--- config.mk ---
export PLATFORM = sky130hd
export DESIGN_NAME = clock_mode_ctrl
export DESIGN_NICKNAME = d
export VERILOG_FILES = /design/src/rtl/clock_pkg.sv /design/src/rtl/rise_edge.sv /design/src/rtl/clock_mode_ctrl.sv
export SDC_FILE = /design/constraint.sdc
export NUM_CORES = 1
export LEC_CHECK = 0
export CORE_ASPECT_RATIO = 0.5
export CORE_MARGIN = 5
export CORE_UTILIZATION = 45
export CTS_CLUSTER_SIZE = 10
export DETAILED_ROUTE_END_ITERATION = 8
export PLACE_DENSITY = 0.72
export SLEW_MARGIN = 10
export SYNTH_ARGS = -nofsm -noshare
export SYNTH_HDL_FRONTEND = slang
export SYNTH_SLANG_ARGS = --single-unit
--- constraint.sdc ---
create_clock -name Clk -period 3.44 [get_ports Clk]
set_input_delay 0.516 -clock Clk [delete_from_list [all_inputs] [get_ports Clk]]
set_output_delay 0.516 -clock Clk [all_outputs]
set_load 0.01 [all_outputs]
--- src/rtl/clock_pkg.sv ---
// Shared encodings and limits for the alarm clock controller.
package clock_pkg;

  typedef enum logic [2:0] {
    ModeRun   = 3'd0,
    ModeSetTh = 3'd1,
    ModeSetTm = 3'd2,
    ModeSetAh = 3'd3,
    ModeSetAm = 3'd4
  } mode_e;

  typedef enum logic [1:0] {
    AlIdle    = 2'd0,
    AlRinging = 2'd1,
    AlSnooze  = 2'd2
  } alarm_e;

  localparam logic [4:0] HOUR_MAX = 5'd23;
  localparam logic [5:0] MIN_MAX  = 6'd59;
  localparam logic [5:0] SEC_MAX  = 6'd59;

  // Mode_btn walks the set modes in a fixed ring back to RUN.
  function automatic mode_e next_mode(mode_e m);
    case (m)
      ModeRun:   return ModeSetTh;
      ModeSetTh: return ModeSetTm;
      ModeSetTm: return ModeSetAh;
      ModeSetAh: return ModeSetAm;
      default:   return ModeRun;
    endcase
  endfunction

endpackage

--- src/rtl/rise_edge.sv ---
// One-flop rising-edge detector for a synchronous, debounced button level.
module rise_edge (
  input  logic Clk,
  input  logic Clr,
  input  logic level,
  output logic pulse
);

  logic level_q;

  // Level history; pulse is high while the level is new.
  always_ff @(posedge Clk or negedge Clr) begin
    if (!Clr) level_q <= 1'b0;
    else      level_q <= level;
  end

  assign pulse = level & ~level_q;

endmodule

--- src/rtl/clock_mode_ctrl.sv ---
// Alarm clock controller: timekeeping pulses, set modes and alarm ring/snooze.
module clock_mode_ctrl
  import clock_pkg::*;
#(
  parameter int unsigned RING_SEC   = 60,
  parameter int unsigned SNOOZE_SEC = 300
) (
  input  logic       Clk,
  input  logic       Clr,
  input  logic       Sec_tick,
  input  logic       Mode_btn,
  input  logic       Inc_btn,
  input  logic       Snooze_btn,
  input  logic       Alarm_en,
  input  logic [4:0] Time_H,
  input  logic [5:0] Time_M,
  input  logic [5:0] Time_S,
  input  logic [4:0] Alarm_H,
  input  logic [5:0] Alarm_M,
  output logic       S_up,
  output logic       M_up,
  output logic       H_up,
  output logic       AH_up,
  output logic       AM_up,
  output logic       S_clr_n,
  output logic [2:0] Mode,
  output logic       Blink,
  output logic       Ring
);

  localparam int unsigned CntMax = (RING_SEC > SNOOZE_SEC) ? RING_SEC : SNOOZE_SEC;
  localparam int unsigned CntW   = $clog2(CntMax + 1);

  logic mode_edge, inc_edge, snooze_edge;

  rise_edge u_mode_edge (.Clk(Clk), .Clr(Clr), .level(Mode_btn),   .pulse(mode_edge));
  rise_edge u_inc_edge  (.Clk(Clk), .Clr(Clr), .level(Inc_btn),    .pulse(inc_edge));
  rise_edge u_snz_edge  (.Clk(Clk), .Clr(Clr), .level(Snooze_btn), .pulse(snooze_edge));

  mode_e             mode_q, mode_d;
  alarm_e            al_q, al_d;
  logic [CntW-1:0]   ring_cnt_q, ring_cnt_d, snz_cnt_q, snz_cnt_d;
  logic              match_q, match_d;
  logic              s_up_q, s_up_d, m_up_q, m_up_d, h_up_q, h_up_d;
  logic              ah_up_q, ah_up_d, am_up_q, am_up_d;
  logic              s_clr_n_q, s_clr_n_d, blink_q, blink_d, ring_q, ring_d;

  // Mode sequencing, counter pulses and blink.
  always_comb begin
    mode_d    = mode_q;
    s_up_d    = 1'b0;
    m_up_d    = 1'b0;
    h_up_d    = 1'b0;
    ah_up_d   = 1'b0;
    am_up_d   = 1'b0;
    s_clr_n_d = 1'b1;
    if (mode_edge) begin
      // A simultaneous Inc edge is dropped here on purpose.
      mode_d = next_mode(mode_q);
      if (mode_q == ModeSetTm) s_clr_n_d = 1'b0;
    end else if (inc_edge) begin
      unique case (mode_q)
        ModeSetTh: h_up_d  = 1'b1;
        ModeSetTm: m_up_d  = 1'b1;
        ModeSetAh: ah_up_d = 1'b1;
        ModeSetAm: am_up_d = 1'b1;
        default:   ;
      endcase
    end
    if (mode_q == ModeRun && Sec_tick) begin
      s_up_d = 1'b1;
      m_up_d = (Time_S == SEC_MAX);
      h_up_d = (Time_S == SEC_MAX) && (Time_M == MIN_MAX);
    end
    blink_d = (mode_d == ModeRun) ? 1'b0 : (blink_q ^ Sec_tick);
  end

  // Alarm trigger edge, ring/snooze sequencing and their second counters.
  always_comb begin
    al_d       = al_q;
    ring_cnt_d = ring_cnt_q;
    snz_cnt_d  = snz_cnt_q;
    match_d    = (mode_q == ModeRun) && Alarm_en && (Time_H == Alarm_H) &&
                 (Time_M == Alarm_M) && (Time_S == '0);
    if (!Alarm_en || mode_edge) begin
      al_d       = AlIdle;
      ring_cnt_d = '0;
      snz_cnt_d  = '0;
    end else begin
      unique case (al_q)
        AlIdle: begin
          if (match_d && !match_q) begin
            al_d       = AlRinging;
            ring_cnt_d = CntW'(RING_SEC);
          end
        end
        AlRinging: begin
          if (snooze_edge) begin
            al_d      = AlSnooze;
            snz_cnt_d = CntW'(SNOOZE_SEC);
          end else if (ring_cnt_q == '0 || (Sec_tick && ring_cnt_q == CntW'(1))) begin
            al_d       = AlIdle;
            ring_cnt_d = '0;
          end else if (Sec_tick) begin
            ring_cnt_d = ring_cnt_q - CntW'(1);
          end
        end
        AlSnooze: begin
          if (snz_cnt_q == '0 || (Sec_tick && snz_cnt_q == CntW'(1))) begin
            al_d       = AlRinging;
            snz_cnt_d  = '0;
            ring_cnt_d = CntW'(RING_SEC);
          end else if (Sec_tick) begin
            snz_cnt_d = snz_cnt_q - CntW'(1);
          end
        end
        default: al_d = AlIdle;
      endcase
    end
    ring_d = (al_d == AlRinging);
  end

  // State and registered outputs.
  always_ff @(posedge Clk or negedge Clr) begin
    if (!Clr) begin
      mode_q     <= ModeRun;
      al_q       <= AlIdle;
      ring_cnt_q <= '0;
      snz_cnt_q  <= '0;
      match_q    <= 1'b0;
      s_up_q     <= 1'b0;
      m_up_q     <= 1'b0;
      h_up_q     <= 1'b0;
      ah_up_q    <= 1'b0;
      am_up_q    <= 1'b0;
      s_clr_n_q  <= 1'b1;
      blink_q    <= 1'b0;
      ring_q     <= 1'b0;
    end else begin
      mode_q     <= mode_d;
      al_q       <= al_d;
      ring_cnt_q <= ring_cnt_d;
      snz_cnt_q  <= snz_cnt_d;
      match_q    <= match_d;
      s_up_q     <= s_up_d;
      m_up_q     <= m_up_d;
      h_up_q     <= h_up_d;
      ah_up_q    <= ah_up_d;
      am_up_q    <= am_up_d;
      s_clr_n_q  <= s_clr_n_d;
      blink_q    <= blink_d;
      ring_q     <= ring_d;
    end
  end

  assign S_up    = s_up_q;
  assign M_up    = m_up_q;
  assign H_up    = h_up_q;
  assign AH_up   = ah_up_q;
  assign AM_up   = am_up_q;
  assign S_clr_n = s_clr_n_q;
  assign Mode    = mode_q;
  assign Blink   = blink_q;
  assign Ring    = ring_q;

endmodule

==> impl.org <==
** Status
- The flow ran to the end, and the final reports show no timing, DRC or antenna violations.

** STA
- The clock period could shrink to 2.75 ns.
- Derived from the worst setup path, the maximum achievable clock frequency is 0.363 GHz.
- Minimum hold slack :: 0.514 ns
- On the final layout, the worst clock skew is 0.00689 ns.
- Fin. Hold Viols :: 0
- In the final timing run, aggregate negative setup slack is 0 ns.
- Final worst path period share :: 80.0%
- Relative max-transition margin :: 62.6%
- For the pin with the worst max-slew slack, the measured transition is 0.557 ns.
- Setup violations remaining at the end of the flow were counted as 0.
- The max-slew violation count was 0.
- Setup repair after global routing left no endpoint under its margin.

** Logic synthesis
- Sequential elements use 40.4% of the synthesized area.
- Among all flip-flop cells after synthesis, the most frequent one is dfrtp_1.
- Yosys printed 0 warnings.
- Number of enable flip-flop cells after synthesis :: 0
- Syn Nets :: 282
- Number of distinct standard cells referenced by the synthesized netlist :: 53
- The average instance in the mapped netlist occupies 9.17 um^2.
- Synth Cell Area :: 2170 um^2
- Count of mapped cells out of synthesis :: 237
- Post-synthesis async set-or-reset flop share :: 100%
- Number of synthesized register bits :: 35

** CTS
- Total setup buffers inserted after CTS :: 0
- Clock insertion delay at the later pin of the skew report :: 0.29 ns
- Clk root buf :: clkbuf_8
- CTS tree :: done
- Clock-pin slew reported for the worst setup and hold paths after clock tree synthesis :: 0.08 ns
- Hold buffer count at CTS :: 0
- The number of clock buffers added by TritonCTS is 5.
- CTS sink cnt :: 35
- Post-CTS repair changed the size of 0 cells.
- The H-tree was split into 2 levels.
- Buffer levels on the longest clock path :: 2

** GRT
- Entering global routing, the biggest net connects 36 pins.
- All-Layer GR Usage :: 18.1%
- The first global-routing pass estimated 9.09 mm of wire.
- Number of antenna violations at the first check in global routing :: 0
- Summed over all layers, the global routing overflow is 0.
- The via count of the first global-routing pass came to 1973.

** Die
- Chip Width :: 108 um
- Area of the core :: 4530 um^2
- Cell row count :: 17
- The die covers 6400 um^2.
- For this design the top-level I/O count stands at 46.
- DIE HEIGHT :: 59.1 um
- For this configuration, the core starts out at a cell density of 48.0%.

** Finish
- Compared with the post-synthesis result, the final layout area differs by 28.6%.
- ANT cells :: 0
- In the layout the commonest cells are 45 x clkdlybuf4s50_1, 34 x dfrtp_1, 21 x nor2_1, 21 x o21ai_0, 15 x nand2_1.
- The net count of the finished layout is 331.
- Fraction of layout cells with a size suffix above 1 :: 8.36%
- Most common cell after layout, fill and taps aside :: clkdlybuf4s50_1
- Once layout is complete, the utilization of the core stands at 61.7%.

** Critical path
- CP required :: 3.65 ns
- Max FO, Critical Path :: 5
- Critical R2R Launch :: Mode[0]
- The worst register-to-register path ends at ring_cnt_q[7].
- The worst setup path is launched from a primary input.
- Register-to-register setup slack :: 0.95 ns
- Measured in cells, the most critical reg-to-reg path has a length of 6.
- The worst setup path is captured at a register.
- Arrival time worst endpoint :: 2.96 ns
- Worst Path Class, Setup :: in -> reg

** Drt
- Number of DRC markers after the initial detailed-route iteration :: 89
- In the final routed layout, each cell accounts on average for 15.4 um.
- Number of DRC violations after detailed routing :: 0
- Routed via count :: 2005
- Once detail routing completed, the nets flagged for antenna violations numbered 0.
- Iteration count of the initial detailed-routing pass :: 4
- Drt total wl :: 5.45 mm
- Post-DR vias/cell :: 5.68

** Power and ir drop
- Internal power comes to 0.000741 W.
- Sequential cells burn 46.6% of the power.
- Combinational Power Share :: 20.1%
- Power spread over the standard cell area amounts to 368 nW/um^2.
- Summed over all nets, the switching power comes to 0.000287 W.
- The clock network accounts for 33.2% of the total power.
- Overall power :: 0.00103 W
- In this run the static leakage power is 1.13 nW.
- Net switching is 27.9% of the power.
- The worst-case IR drop observed on VDD is 218 uV.

** Hold path
- The worst hold path terminates at AM_up.
- The startpoint identified for the worst hold timing path is u_inc_edge.level_q.
- The worst hold path belongs to the class reg -> reg.
- Hold Path Depth :: 2

** Placed design
- Gp weighted congestion :: 0.836
- During placement, the flow inserted port buffers numbering 45.
- Half-perimeter wire length after placement :: 4.13 mm

** Run
- Number of max-cap violations :: 0
-- per-layer routing --
layer  global-route usage [%]  vias to the layer above  routed length, um
li1                         -                      968                  -
met1                     22.6                      963               2480
met2                     29.4                       69               2470
met3                     6.75                        5                451
met4                     5.94                        0                 52
met5                        0                        -                  0
-- kinds of logic after synthesis --
| family | Yosys count | share of synthesized area (%) |
|---|---|---|
| AND/OR/NAND/NOR | 102 | 26.8 |
| AO/OA/AOI/OAI | 59 | 18.1 |
| flip-flops | 35 | 40.4 |
| buffers and inverters | 18 | 3.63 |
| XOR/XNOR | 12 | 4.84 |
| adder cells (fa/ha/maj) | 10 | 5.76 |
| multiplexers | 1 | 0.518 |
-- flip-flops by register name (all words and copies together) (netlist names), 2 cells and up --
name        cells
ring_cnt_q      9
snz_cnt_q       9
Mode            3
al_q            2
-- stage by stage --
stage / setup WS, ns / instances / area [um^2]
after floorplan: 1.22 / 237 / 2170
after global placement: 0.655 / 345 / 2690
after detailed placement: 0.474 / 345 / 2690
after CTS: 0.747 / 353 / 2800
after global routing: 0.578 / 353 / 2800
final: 0.686 / 353 / 2800
-- synth_stat cells, types with 4 or more instances --
cell,n,area [um^2]
nand2b_1,10,62.6
nor3_1,6,30.0
nand4_1,6,37.5
ha_1,10,125
o31ai_1,5,37.5
nand3_1,10,50.1
o21ai_0,21,105
nor4_1,8,50.1
nand2_1,15,56.3
dfrtp_1,34,851
a21oi_1,11,55.1
xor2_1,11,96.3
or3_1,4,25.0
nor2_1,21,78.8
inv_1,13,48.8
-- power groups by stage --
stage | combinational (W) | clock [W] | sequential [W]
floorplan | 0.000102 | 0 | 0.000479
global placement | 0.000207 | 0 | 0.000485
detailed placement | 0.000208 | 0 | 0.000486
CTS | 0.000209 | 0.000345 | 0.000478
global route | 0.000224 | 0.000361 | 0.000484
finish | 0.000207 | 0.000342 | 0.000480
-- cell type report --
type	instances	area, um^2
clock inverter	1	7.51
tap	66	82.6
fill	372	1740
clock buffer	7	96.3
multi-input combinational	184	1220
sequential	35	877
inverter	13	48.8
timing repair buffer	47	465
-- worst max path at each step --
stage | from | to | slack (ns) | cells past startpoint
5_1_grt | Alarm_en | ring_cnt_q[6] | 0.58 | 7
3_3_place_gp | Alarm_en | ring_cnt_q[7] | 0.65 | 7
4_1_cts | Alarm_en | ring_cnt_q[7] | 0.75 | 7
2_1_floorplan | Time_S[1] | ring_cnt_q[5] | 1.22 | 6
6_report | Alarm_en | ring_cnt_q[7] | 0.69 | 7
3_5_place_dp | Alarm_en | ring_cnt_q[6] | 0.47 | 7
-- critical path: stages --
cell,delay (ns)
clkdlybuf4s50_1,0.52
or4b_2,0.62
nor4_1,0.33
nand4_1,0.24
a21oi_1,0.44
o21ai_0,0.19
o21ai_0,0.11
(Power assumes the default switching activity.)
==> edit (config.mk and constraints unchanged) <==
The output `S_up` loses its register stage (`s_up_q` becomes a continuous assignment).
--- a/src/rtl/clock_mode_ctrl.sv
+++ b/src/rtl/clock_mode_ctrl.sv
@@ -128,7 +128,6 @@
       ring_cnt_q <= '0;
       snz_cnt_q  <= '0;
       match_q    <= 1'b0;
-      s_up_q     <= 1'b0;
       m_up_q     <= 1'b0;
       h_up_q     <= 1'b0;
       ah_up_q    <= 1'b0;
@@ -142,7 +141,6 @@
       ring_cnt_q <= ring_cnt_d;
       snz_cnt_q  <= snz_cnt_d;
       match_q    <= match_d;
-      s_up_q     <= s_up_d;
       m_up_q     <= m_up_d;
       h_up_q     <= h_up_d;
       ah_up_q    <= ah_up_d;
@@ -152,6 +150,8 @@
       ring_q     <= ring_d;
     end
   end
+
+  assign s_up_q = s_up_d;
 
   assign S_up    = s_up_q;
   assign M_up    = m_up_q;
Check against the original RTL: not equivalent (Yosys sat finds a counterexample within 4 cycles, from zero or initial values).
==> edit against the unedited design <==
  * Critical path depth did not move
  * Synthesized area fell by 2.0%
  * Highest routed layer unchanged
  * Register-to-register slack got worse by 0.13 ns
  * Worst setup slack got worse by 0.047 ns
  * Design area increased by 0.67%
  * Sequential cell count decreased by 1
  * Global-route usage increased by 0.74 points
  * Critical path type unchanged
  * Wire length shrank 0.77%
  * Power up 9.3%
  * Core utilization up 1.0 points
  * Combinational power up 2%
  * First-iteration DRC count is 21% higher
==> edit: results <==
<?xml version="1.0" encoding="UTF-8"?>
<metrics>
  <group name="worst_setup_path">
    <metric name="reg2reg_setup_slack" unit="ns">0.82</metric>
    <metric name="worst_r2r_startpoint" unit="">snz_cnt_q[3]</metric>
    <metric name="critical_path_endpoint_category" unit="">flop</metric>
    <metric name="rr_endpoint" unit="">ring_cnt_q[8]</metric>
    <metric name="cp_max_fo" unit="">14</metric>
    <metric name="worst_ep_arrival_time" unit="ns">2.98</metric>
  </group>
  <group name="cells_and_area">
    <metric name="final_net_count" unit="">336</metric>
    <metric name="filler_cell_count" unit="">375</metric>
    <metric name="layout-drive-gt1-share" unit="">0.0788</metric>
  </group>
  <group name="timing">
    <metric name="worst-slew-pin-transition" unit="ns">0.682</metric>
    <metric name="skew" unit="ns">0.00734</metric>
  </group>
  <group name="detailed_routing">
    <metric name="length_of_routed_wiring_on_met1" unit="um">2560</metric>
    <metric name="wl" unit="um">5410</metric>
    <metric name="vias_per_cell" unit="">5.49</metric>
    <metric name="met3RoutedLength" unit="um">443</metric>
    <metric name="wl_met2" unit="um">2340</metric>
    <metric name="drt_iter0_drc" unit="">108</metric>
  </group>
  <group name="power_and_ir_drop">
    <metric name="design_power_total" unit="uW">1120</metric>
    <metric name="leakagePower" unit="uW">0.00114</metric>
    <metric name="ir_worst_vdd" unit="mV">0.204</metric>
    <metric name="pwr.group.sequential" unit="uW">454</metric>
    <metric name="p_switching" unit="uW">273</metric>
    <metric name="power.clock.fraction" unit="">0.408</metric>
  </group>
  <group name="place">
    <metric name="replace_congestion" unit="">0.843</metric>
    <metric name="detailedPlacementHpwl" unit="um">4120</metric>
  </group>
  <group name="synthesis">
    <metric name="synth_seq_area_share" unit="">0.400</metric>
    <metric name="synth-compound-area-share" unit="">0.207</metric>
    <metric name="synthAdderAreaFrac" unit="">0.0587</metric>
    <metric name="post_synth_most_frequent_cells" unit="">sky130_fd_sc_hd__dfrtp_1 (33), sky130_fd_sc_hd__nor2_1 (27), sky130_fd_sc_hd__o21ai_0 (18), sky130_fd_sc_hd__a21oi_1 (17), sky130_fd_sc_hd__nand2_1 (17)</metric>
    <metric name="synth.area.top_cells" unit="">sky130_fd_sc_hd__dfrtp_1 (39%), sky130_fd_sc_hd__ha_1 (5.9%), sky130_fd_sc_hd__nor2_1 (4.8%)</metric>
    <metric name="synth_xor_xnor_area_share" unit="">0.0493</metric>
    <metric name="postSynthNetCount" unit="">284</metric>
  </group>
  <group name="global_routing">
    <metric name="groute.usage.overall" unit="">0.189</metric>
    <metric name="grt_max_degree" unit="">35</metric>
    <metric name="grt_pass1_vias" unit="">2018</metric>
    <metric name="wire_length_of_the_first_global_routing_pass" unit="um">9350</metric>
  </group>
  <group name="clocking">
    <metric name="clock_slew_seen_by_the_registers_of_the_worst_setup_and_hold_paths" unit="ns">0.07</metric>
  </group>
  <group name="outcome">
    <metric name="run_status" unit="">finished, final reports clean</metric>
  </group>
</metrics>
==> edit: changes by cell type in the layout (fill, tap and decap cells not counted), sizes merged, moves of 3 or more <==
cell / unedited run / this run
a21oi: 11 / 17
a32o: 4 / 1
nand3: 10 / 5
nand4: 6 / 1
nor2: 21 / 27
nor2b: 1 / 4
nor3: 7 / 10
o21ai: 23 / 20
==> edit: layout make-up <==
class / instances / share of cell area
inverters: 14 / 0.0187
clock inverters: 2 / 0.0213
multi-input cells: 187 / 0.428
flip-flops and latches: 34 / 0.303
repair buffers: 49 / 0.171
clock buffers: 6 / 0.0293
well taps: 66 / 0.0293
==> edit: critical path, cell delays in order <==
cell	delay, ns
sky130_fd_sc_hd__clkdlybuf4s50_1	0.49
sky130_fd_sc_hd__or4b_2	0.62
sky130_fd_sc_hd__nor4_1	0.33
sky130_fd_sc_hd__and4_1	0.37
sky130_fd_sc_hd__o211ai_4	0.18
sky130_fd_sc_hd__o21bai_1	0.22
sky130_fd_sc_hd__a32o_1	0.25
==> edit: routing by layer <==
| layer | vias to the layer above | GRT usage |
|---|---|---|
| met1 | 940 | 0.242 |
| met2 | 52 | 0.297 |
| met5 | - | 0 |
| li1 | 965 | - |
| met3 | 8 | 0.0679 |
| met4 | 0 | 0.0674 |
==> edit: per-stage QoR <==
| stage | cells | util | hold WS [ns] | setup slack [ns] | instance area [um2] |
|---|---|---|---|---|---|
| after CTS | 358 | 0.627 | 0.544 | 0.645 | 2810 |
| after global placement | 350 | 0.595 | 0.504 | 0.396 | 2670 |
| after global routing | 358 | 0.627 | 0.581 | 0.432 | 2810 |
| final | 358 | 0.627 | 0.534 | 0.639 | 2810 |
| after detailed placement | 350 | 0.595 | 0.524 | 0.336 | 2670 |
| after floorplan | 239 | - | 0.220 | 1.04 | 2130 |
